==> src/rtl/store_map_pkg.sv <==
// store_map_pkg
//   Shared address-map definitions for the store demux slice: default
//   byte addresses of the memory-mapped IO registers, the decoded store
//   target type, and the mask of address bits that must be zero for a
//   data-memory store in the default map.
package store_map_pkg;

   localparam int unsigned DEF_WIDTH   = 32;
   localparam int unsigned DEF_DMEM_AW = 10;

   localparam logic [31:0] LED_ADDR_DEFAULT = 32'hFFFF_0000;
   localparam logic [31:0] SEG_ADDR_DEFAULT = 32'hFFFF_0004;

   // Bits above the word-address field plus byte offset; any one set means
   // the address lies outside data memory (default map: 32'hFFFF_F000).
   localparam logic [31:0] DMEM_HI_MASK = 32'hFFFF_FFFF << (DEF_DMEM_AW + 2);

   typedef enum logic [1:0] {
      TGT_NONE = 2'd0,
      TGT_DMEM = 2'd1,
      TGT_LED  = 2'd2,
      TGT_SEG  = 2'd3
   } target_e;

endpackage

==> src/rtl/store_addr_decode.sv <==
// store_addr_decode
//   Combinational store-address decoder. Selects at most one sink for a
//   byte address and flags byte offsets that are not word aligned.
//   Ports:
//     addr        in   WIDTH   byte address of the store
//     tgt         out  enum    decoded sink (TGT_NONE when unmapped)
//     misaligned  out  1       addr[1:0] != 0
module store_addr_decode
   import store_map_pkg::*;
#(
   parameter int unsigned       WIDTH    = DEF_WIDTH,
   parameter int unsigned       DMEM_AW  = DEF_DMEM_AW,
   parameter logic [WIDTH-1:0]  LED_ADDR = LED_ADDR_DEFAULT,
   parameter logic [WIDTH-1:0]  SEG_ADDR = SEG_ADDR_DEFAULT
) (
   input  logic [WIDTH-1:0] addr,
   output target_e          tgt,
   output logic             misaligned
);

   // Width-generic version of the package's DMEM_HI_MASK.
   localparam logic [WIDTH-1:0] HI_MASK = {WIDTH{1'b1}} << (DMEM_AW + 2);

   always_comb begin
      tgt        = TGT_NONE;
      misaligned = (addr[1:0] != 2'b00);
      if ((addr & HI_MASK) == '0)
         tgt = TGT_DMEM;
      else if (addr == LED_ADDR)
         tgt = TGT_LED;
      else if (addr == SEG_ADDR)
         tgt = TGT_SEG;
   end

endmodule

==> src/rtl/store_demux.sv <==
// store_demux
//   Routes the MEM-stage store stream to exactly one sink (data memory,
//   LED register, seven-segment register). All sink outputs are registered
//   with one cycle of latency. Unmapped or misaligned stores are dropped,
//   raise a sticky error and record the first offending address.
//   Ports:
//     clk, rst     clock, synchronous active-high reset
//     wr_en        store request (single-cycle)
//     addr, wdata  store byte address / data
//     dmem_we      registered data-memory write strobe
//     dmem_addr    registered word address addr[DMEM_AW+1:2]
//     dmem_wdata   registered data-memory write data
//     led_reg      LED register (wdata[15:0])
//     seg_reg      seven-segment register (wdata[15:0])
//     bad_addr     sticky illegal-store flag
//     err_addr     address of the first dropped store
//     store_cnt    wrapping count of accepted stores
module store_demux
   import store_map_pkg::*;
#(
   parameter int unsigned       WIDTH    = DEF_WIDTH,
   parameter int unsigned       DMEM_AW  = DEF_DMEM_AW,
   parameter logic [WIDTH-1:0]  LED_ADDR = LED_ADDR_DEFAULT,
   parameter logic [WIDTH-1:0]  SEG_ADDR = SEG_ADDR_DEFAULT
) (
   input  logic               clk,
   input  logic               rst,
   input  logic               wr_en,
   input  logic [WIDTH-1:0]   addr,
   input  logic [WIDTH-1:0]   wdata,
   output logic               dmem_we,
   output logic [DMEM_AW-1:0] dmem_addr,
   output logic [WIDTH-1:0]   dmem_wdata,
   output logic [15:0]        led_reg,
   output logic [15:0]        seg_reg,
   output logic               bad_addr,
   output logic [WIDTH-1:0]   err_addr,
   output logic [15:0]        store_cnt
);

   target_e tgt;
   logic    misaligned;
   logic    legal;
   logic    illegal;

   store_addr_decode #(
      .WIDTH    (WIDTH),
      .DMEM_AW  (DMEM_AW),
      .LED_ADDR (LED_ADDR),
      .SEG_ADDR (SEG_ADDR)
   ) u_decode (
      .addr       (addr),
      .tgt        (tgt),
      .misaligned (misaligned)
   );

   always_comb begin
      legal   = wr_en && (tgt != TGT_NONE) && !misaligned;
      illegal = wr_en && !legal;
   end

   always_ff @(posedge clk) begin
      if (rst) begin
         dmem_we    <= 1'b0;
         dmem_addr  <= '0;
         dmem_wdata <= '0;
         led_reg    <= '0;
         seg_reg    <= '0;
         bad_addr   <= 1'b0;
         err_addr   <= '0;
         store_cnt  <= '0;
      end else begin
         dmem_we <= legal && (tgt == TGT_DMEM);
         if (legal) begin
            store_cnt <= store_cnt + 16'd1;
            unique case (tgt)
               TGT_DMEM: begin
                  dmem_addr  <= addr[DMEM_AW+1:2];
                  dmem_wdata <= wdata;
               end
               TGT_LED:  led_reg <= wdata[15:0];
               TGT_SEG:  seg_reg <= wdata[15:0];
               default:  ;
            endcase
         end
         if (illegal) begin
            bad_addr <= 1'b1;
            // First error wins: capture only while the flag is still clear.
            if (!bad_addr)
               err_addr <= addr;
         end
      end
   end

endmodule
==> config.mk <==
export PLATFORM = sky130hd
export DESIGN_NAME = store_demux
export DESIGN_NICKNAME = d
export VERILOG_FILES = /design/src/rtl/store_map_pkg.sv /design/src/rtl/store_addr_decode.sv /design/src/rtl/store_demux.sv
export SDC_FILE = /design/constraint.sdc
export NUM_CORES = 1
export LEC_CHECK = 0
export BUFFER_PORTS_ARGS = -buffer_cell sky130_fd_sc_hd__buf_2
export CORE_ASPECT_RATIO = 1.75
export CORE_MARGIN = 2
export CORE_UTILIZATION = 50
export DETAILED_ROUTE_END_ITERATION = 8
export PLACE_DENSITY = 0.8
export SLEW_MARGIN = 40
export SYNTH_ARGS = -nofsm -noshare
export SYNTH_HDL_FRONTEND = slang
export SYNTH_SLANG_ARGS = --single-unit
==> constraint.sdc <==
create_clock -name clk -period 2.35 [get_ports clk]
set_input_delay 0.235 -clock clk [delete_from_list [all_inputs] [get_ports clk]]
set_output_delay 0.235 -clock clk [all_outputs]
set_load 0.005 [all_outputs]
=== Word level (Yosys, flattened, before mapping) ===
Index checks and enable logic that the tools add are counted.

* Reductions and logical operators: 13
* Eq/ne operators: 5
* Add/subtract/negate cells: 1
* Mux-type cells: 3
* Bitwise logic cells: 1

{| class="wikitable"
|+ Operators by type and width
! operator !! number
|-
| 32-bit == test (second input constant) || 2
|-
| 32-bit zero test || 1
|-
| 16-bit by 1-bit adder with 16-bit output (second input constant) || 1
|-
| 2-bit AND reduction || 4
|-
| 2-bit two-way mux || 3
|-
| 2-bit == test (second input constant) || 2
|-
| 1-bit logical AND || 4
|-
| 2-bit nonzero test || 2
|-
| 2-bit by 1-bit == test with 1-bit output (second input constant) || 1
|-
| 1-bit zero test || 2
|-
| 1-bit NOT || 1
|}

* Input bits: 67
* Register bits: 124

=== Depth between registers and ports, before layout ===
* Word-level depth: 10
* Gate-level depth with buffers: 8
* Depth with buffers taken out: 5

=== Hierarchy ===
A second synthesis with hierarchy kept.

* Cells, all modules: 582
* Area, all modules: 4,615.7 um2

{| class="wikitable"
|+ By module, submodules not included
! module !! cells each !! instances !! sequential area each (um2) !! area each (um2)
|-
| store_demux || 563 || 1 || 2,482.4 || 4,475.5
|-
| store_addr_decode || 19 || 1 || 0.0 || 140.1
|}

=== Worst setup path before layout ===
No wires, ideal clock.

* Path kind: input to register
* From: input port addr[11]
* To: register led_reg[10]
* Required time: 2.235 ns
* Stages on the path: 7
* Path buffers: 2
* Arrival: 2.052 ns
* Setup slack: 0.183 ns
* Path through: or4_4 > or4_4 > or4_1 > buf_2 > buf_6 > nand3b_1 > o21ai_2

* Longest elaborated chain between the ends: 8

{| class="wikitable"
|+ Ends and longest elaborated chain
! what !! RTL line !! text
|-
| start, declared || store_demux.sv:29 || <nowiki>input logic [WIDTH-1:0] addr,</nowiki>
|-
| 32-bit == test || store_addr_decode.sv:31 || <nowiki>else if (addr == SEG_ADDR)</nowiki>
|-
| 2-bit two-way mux || store_addr_decode.sv:31 ||
|-
| 2-bit two-way mux (*) || store_addr_decode.sv:29 || <nowiki>else if (addr == LED_ADDR)</nowiki>
|-
| 2-bit two-way mux (*) || store_addr_decode.sv:27 || <nowiki>if ((addr & HI_MASK) == '0)</nowiki>
|-
| 2-bit nonzero test || store_demux.sv:58 || <nowiki>legal = wr_en && (tgt != TGT_NONE) && !misaligned;</nowiki>
|-
| 1-bit logical AND (2 in a row) || store_demux.sv:58 ||
|-
| 2-bit AND reduction (no source line) (*) || -- ||
|-
| end signal, assigned || store_demux.sv:81 || <nowiki>TGT_LED: led_reg <= wdata[15:0];</nowiki>
|-
| end, declared || store_demux.sv:34 || <nowiki>output logic [15:0] led_reg,</nowiki>
|}

Every way passes the cells marked *; elsewhere a longest branch is shown, timed or not.
A chain may end at the register's enable or synchronous reset.

=== Worst setup path after layout ===
* From: input port addr[11]
* To: register led_reg[6]

Same word-level chain as after synthesis.

==> summary.md <==
| Metric | Value |
|---|---|
| Ys Warns | `0` |
| Postcts setup bufs | `0` |
| Max H-tree Level | `4` |
| Final setup vio count | `0` |
| # nets final | `861` |
| Commonest non-fill, non-tap cells in the layout | `buf_2, dfxtp_1, nand2_1` |
| Post-synth cell types | `38` |
| Worst min path class | `in2reg` |
| Cell Area, Synth | `0.00535 sq mm` |
| 1st-pass router iterations | `5` |
| Synth-to-layout area growth | `33.3%` |
| Placed Cells | `904` |
| Max clock buf depth | `2` |
| EDFF count, synth | `0` |
| Post-Place Worst Slack | `-0.0390 ns` |
| Number of placed I/O pins | `191` |
| Drt drc | `0` |
| Compound-Gate Fraction of Synth Area | `9.89%` |
| Root buf cell | `clkbuf_16` |
| N_diodes | `0` |
| TritonCTS Buffers | `17` |
| Reg clk slew, reported paths | `0.06 ns` |
| Rows | `50` |
| Port bufs | `190` |
| Main combinational cell family by area after synthesis | `simple AND/OR/NAND/NOR gates` |
| Via Count | `5044` |
| Max-cap violations | `0` |
| Max FO, Critical Path | `32` |
| Outcome | `finished clean` |
| Die extent in y | `141 um` |
| Fill cell count | `862` |
| Routability cong. | `0.845` |
| Antenna violations before repair | `0` |
| Worst hold slack | `0.0670 ns` |
| Clock skew | `0.00289 ns` |
| Most common cell after layout, fill and taps aside | `buf_2` |
| Number of DRC markers in iteration 0 | `179` |
| Worst slew margin | `66.9%` |
| Final worst setup slack | `0.381 ns` |
| Mapped Avg Cell Area | `8.84 sq um` |
| Register area share after synthesis | `46.4%` |
| Seq. cell area | `0.00248 sq mm` |
| Worst endpoint required time | `2.65 ns` |
| Die ar. | `0.0116 sq mm` |
| Period utilization | `83.8%` |
| Mapped Cells | `605` |
| Vias per cell | `5.39` |
| Yosys reg bits | `124` |
| Layout cell share with drive strength beyond 1 | `34.4%` |
| Asr flop ratio synth | `0%` |
| WL per Instance | `15.3 um` |
| Final Util | `67.5%` |
| Synth Net Count | `673` |
| Regs by FF count | `dmem_wdata: 32 flops, err_addr: 32 flops` |
| Yosys top cell by area | `dfxtp_1` |
| Synth Area in Simple Gates | `30.5%` |
| Least-Margin Pin Slew | `0.497 ns` |
| Worst skew pair latency | `0.41 ns` |
| Fmax | `508 MHz` |
| Static Leak | `3.11 nW` |
| Synth Area in Adders | `0.234%` |
| Final ANT Viol Nets | `0` |
| Vias in the first global route | `5023` |
| Multi-input logic area | `0.00267 sq mm` |
| Max-slew violations | `0` |
| Final hold violation count | `0` |
| Post-CTS Resized | `0` |
| Primary FF master, synth | `dfxtp_1` |
| Hold_buf cts | `0` |
| Worst EP arrival | `2.26 ns` |
| Initial Utilization | `50.6%` |
| Top area cells in the synthesized netlist | `dfxtp_1, nand2b_1, nand2_1` |
| Largest net degree at the start of global routing | `76` |
| Setup CP Type | `in2reg` |
| VDD IR max | `0.670 mV` |
| Post-Synth XOR/XNOR Area | `0%` |
| Number of clock sinks | `124` |
| Final min period | `1.97 ns` |
| Crit path capture type | `flop` |
| Grt total ovfl | `0` |
| Final WL | `14300 um` |
| Detailed Place HPWL | `10300 um` |
| Post-route insts no fill | `936` |
| Core Area | `0.0106 sq mm` |
| Total GRT Usage | `25.8%` |
| CTS tree | `done` |
| Critical Path Start Type | `input pin` |
| Chip width | `82.2 um` |
| RSZ-0062 raised after global routing | `no` |
| Total chip power | `5.20 mW` |
| Multiplexer share of the synthesized area | `8.93%` |
| First-pass GRT wire length | `23100 um` |
| Share of the synthesized area in the top cell type | `46.4%` |
| PwrDens | `729 mW/mm^2` |
==> logic make-up after synthesis <==
| kind of cell | after synthesis |
|---|---|
| compound gates | 92 |
| buf+inv | 44 |
| mux | 46 |
| simple gates | 298 |
| flops | 124 |
| fa+ha+maj | 1 |
==> layout make-up <==
| class | instances | area share, % |
|---|---|---|
| clock inverter | 12 | 2.28 |
| sequential | 124 | 34.8 |
| clock buffer | 20 | 6.54 |
| multi-input combinational | 437 | 37.4 |
| tap | 130 | 2.28 |
| timing repair buffer | 213 | 16.7 |
==> critical path, cell delays in order <==
cell,delay (ns)
buf_2,0.11
or4_4,0.56
or4_4,0.50
or4_1,0.47
buf_12,0.20
nand3b_1,0.12
o21ai_2,0.06
==> per-stage QoR <==
stage / TNS [ns] / cell area, sq um
final: 0 / 7130
after global routing: 0 / 7130
after CTS: 0 / 7130
after detailed placement: -0.343 / 6500
after global placement: -0.00180 / 6500
after floorplan: 0 / 5350
==> worst paths after layout <==
kind | start | to | slack (ns) | cells after the start
hold / removal | wdata[19] | dmem_wdata[19]$_SDFFE_PP0P_ | 0.07 | 3
setup / recovery | addr[11] | led_reg[6]$_SDFFE_PP0P_ | 0.38 | 7
hold reg to reg | dmem_wdata[25]$_SDFFE_PP0P_ | dmem_wdata[25]$_SDFFE_PP0P_ | 0.45 | 2
setup reg to reg | store_cnt[0]$_SDFFE_PP0P_ | store_cnt[12]$_SDFFE_PP0P_ | 0.47 | 5
==> power breakdown <==
part | switching, mW | leakage [nW] | internal, mW
sequential | 0.0191 | 1.00 | 2.14
combinational | 0.154 | 1.81 | 0.155
clock | 0.972 | 0.291 | 1.76
total | 1.15 | 3.11 | 4.05
==> synth_stat cells (3+ instances only) <==
cell,count
a21oi_1,44
and3_1,4
and4_1,3
buf_2,3
buf_6,6
clkbuf_1,34
dfxtp_1,124
mux2_2,14
mux2i_1,32
nand2_1,94
nand2b_1,75
nand3_1,15
nand3b_1,33
nand4_1,9
nor2_1,19
nor2b_1,14
nor3_1,6
nor4_1,8
o21ai_0,17
o21ai_1,6
o21ai_2,10
o22ai_1,8
o2bb2ai_1,4
or2_2,3
or2b_1,5
==> metal layers <==
layer  share of wire (%)  vias to the layer above  GRT usage [%]
met4                 4.2                        0           14.6
met3                 5.0                       46           7.30
met1                  37                     2361           25.7
met5                   0                        -              0
li1                    -                     2450              -
met2                  54                      187           45.8
No activity file was read; power rests on OpenSTA's default activity.
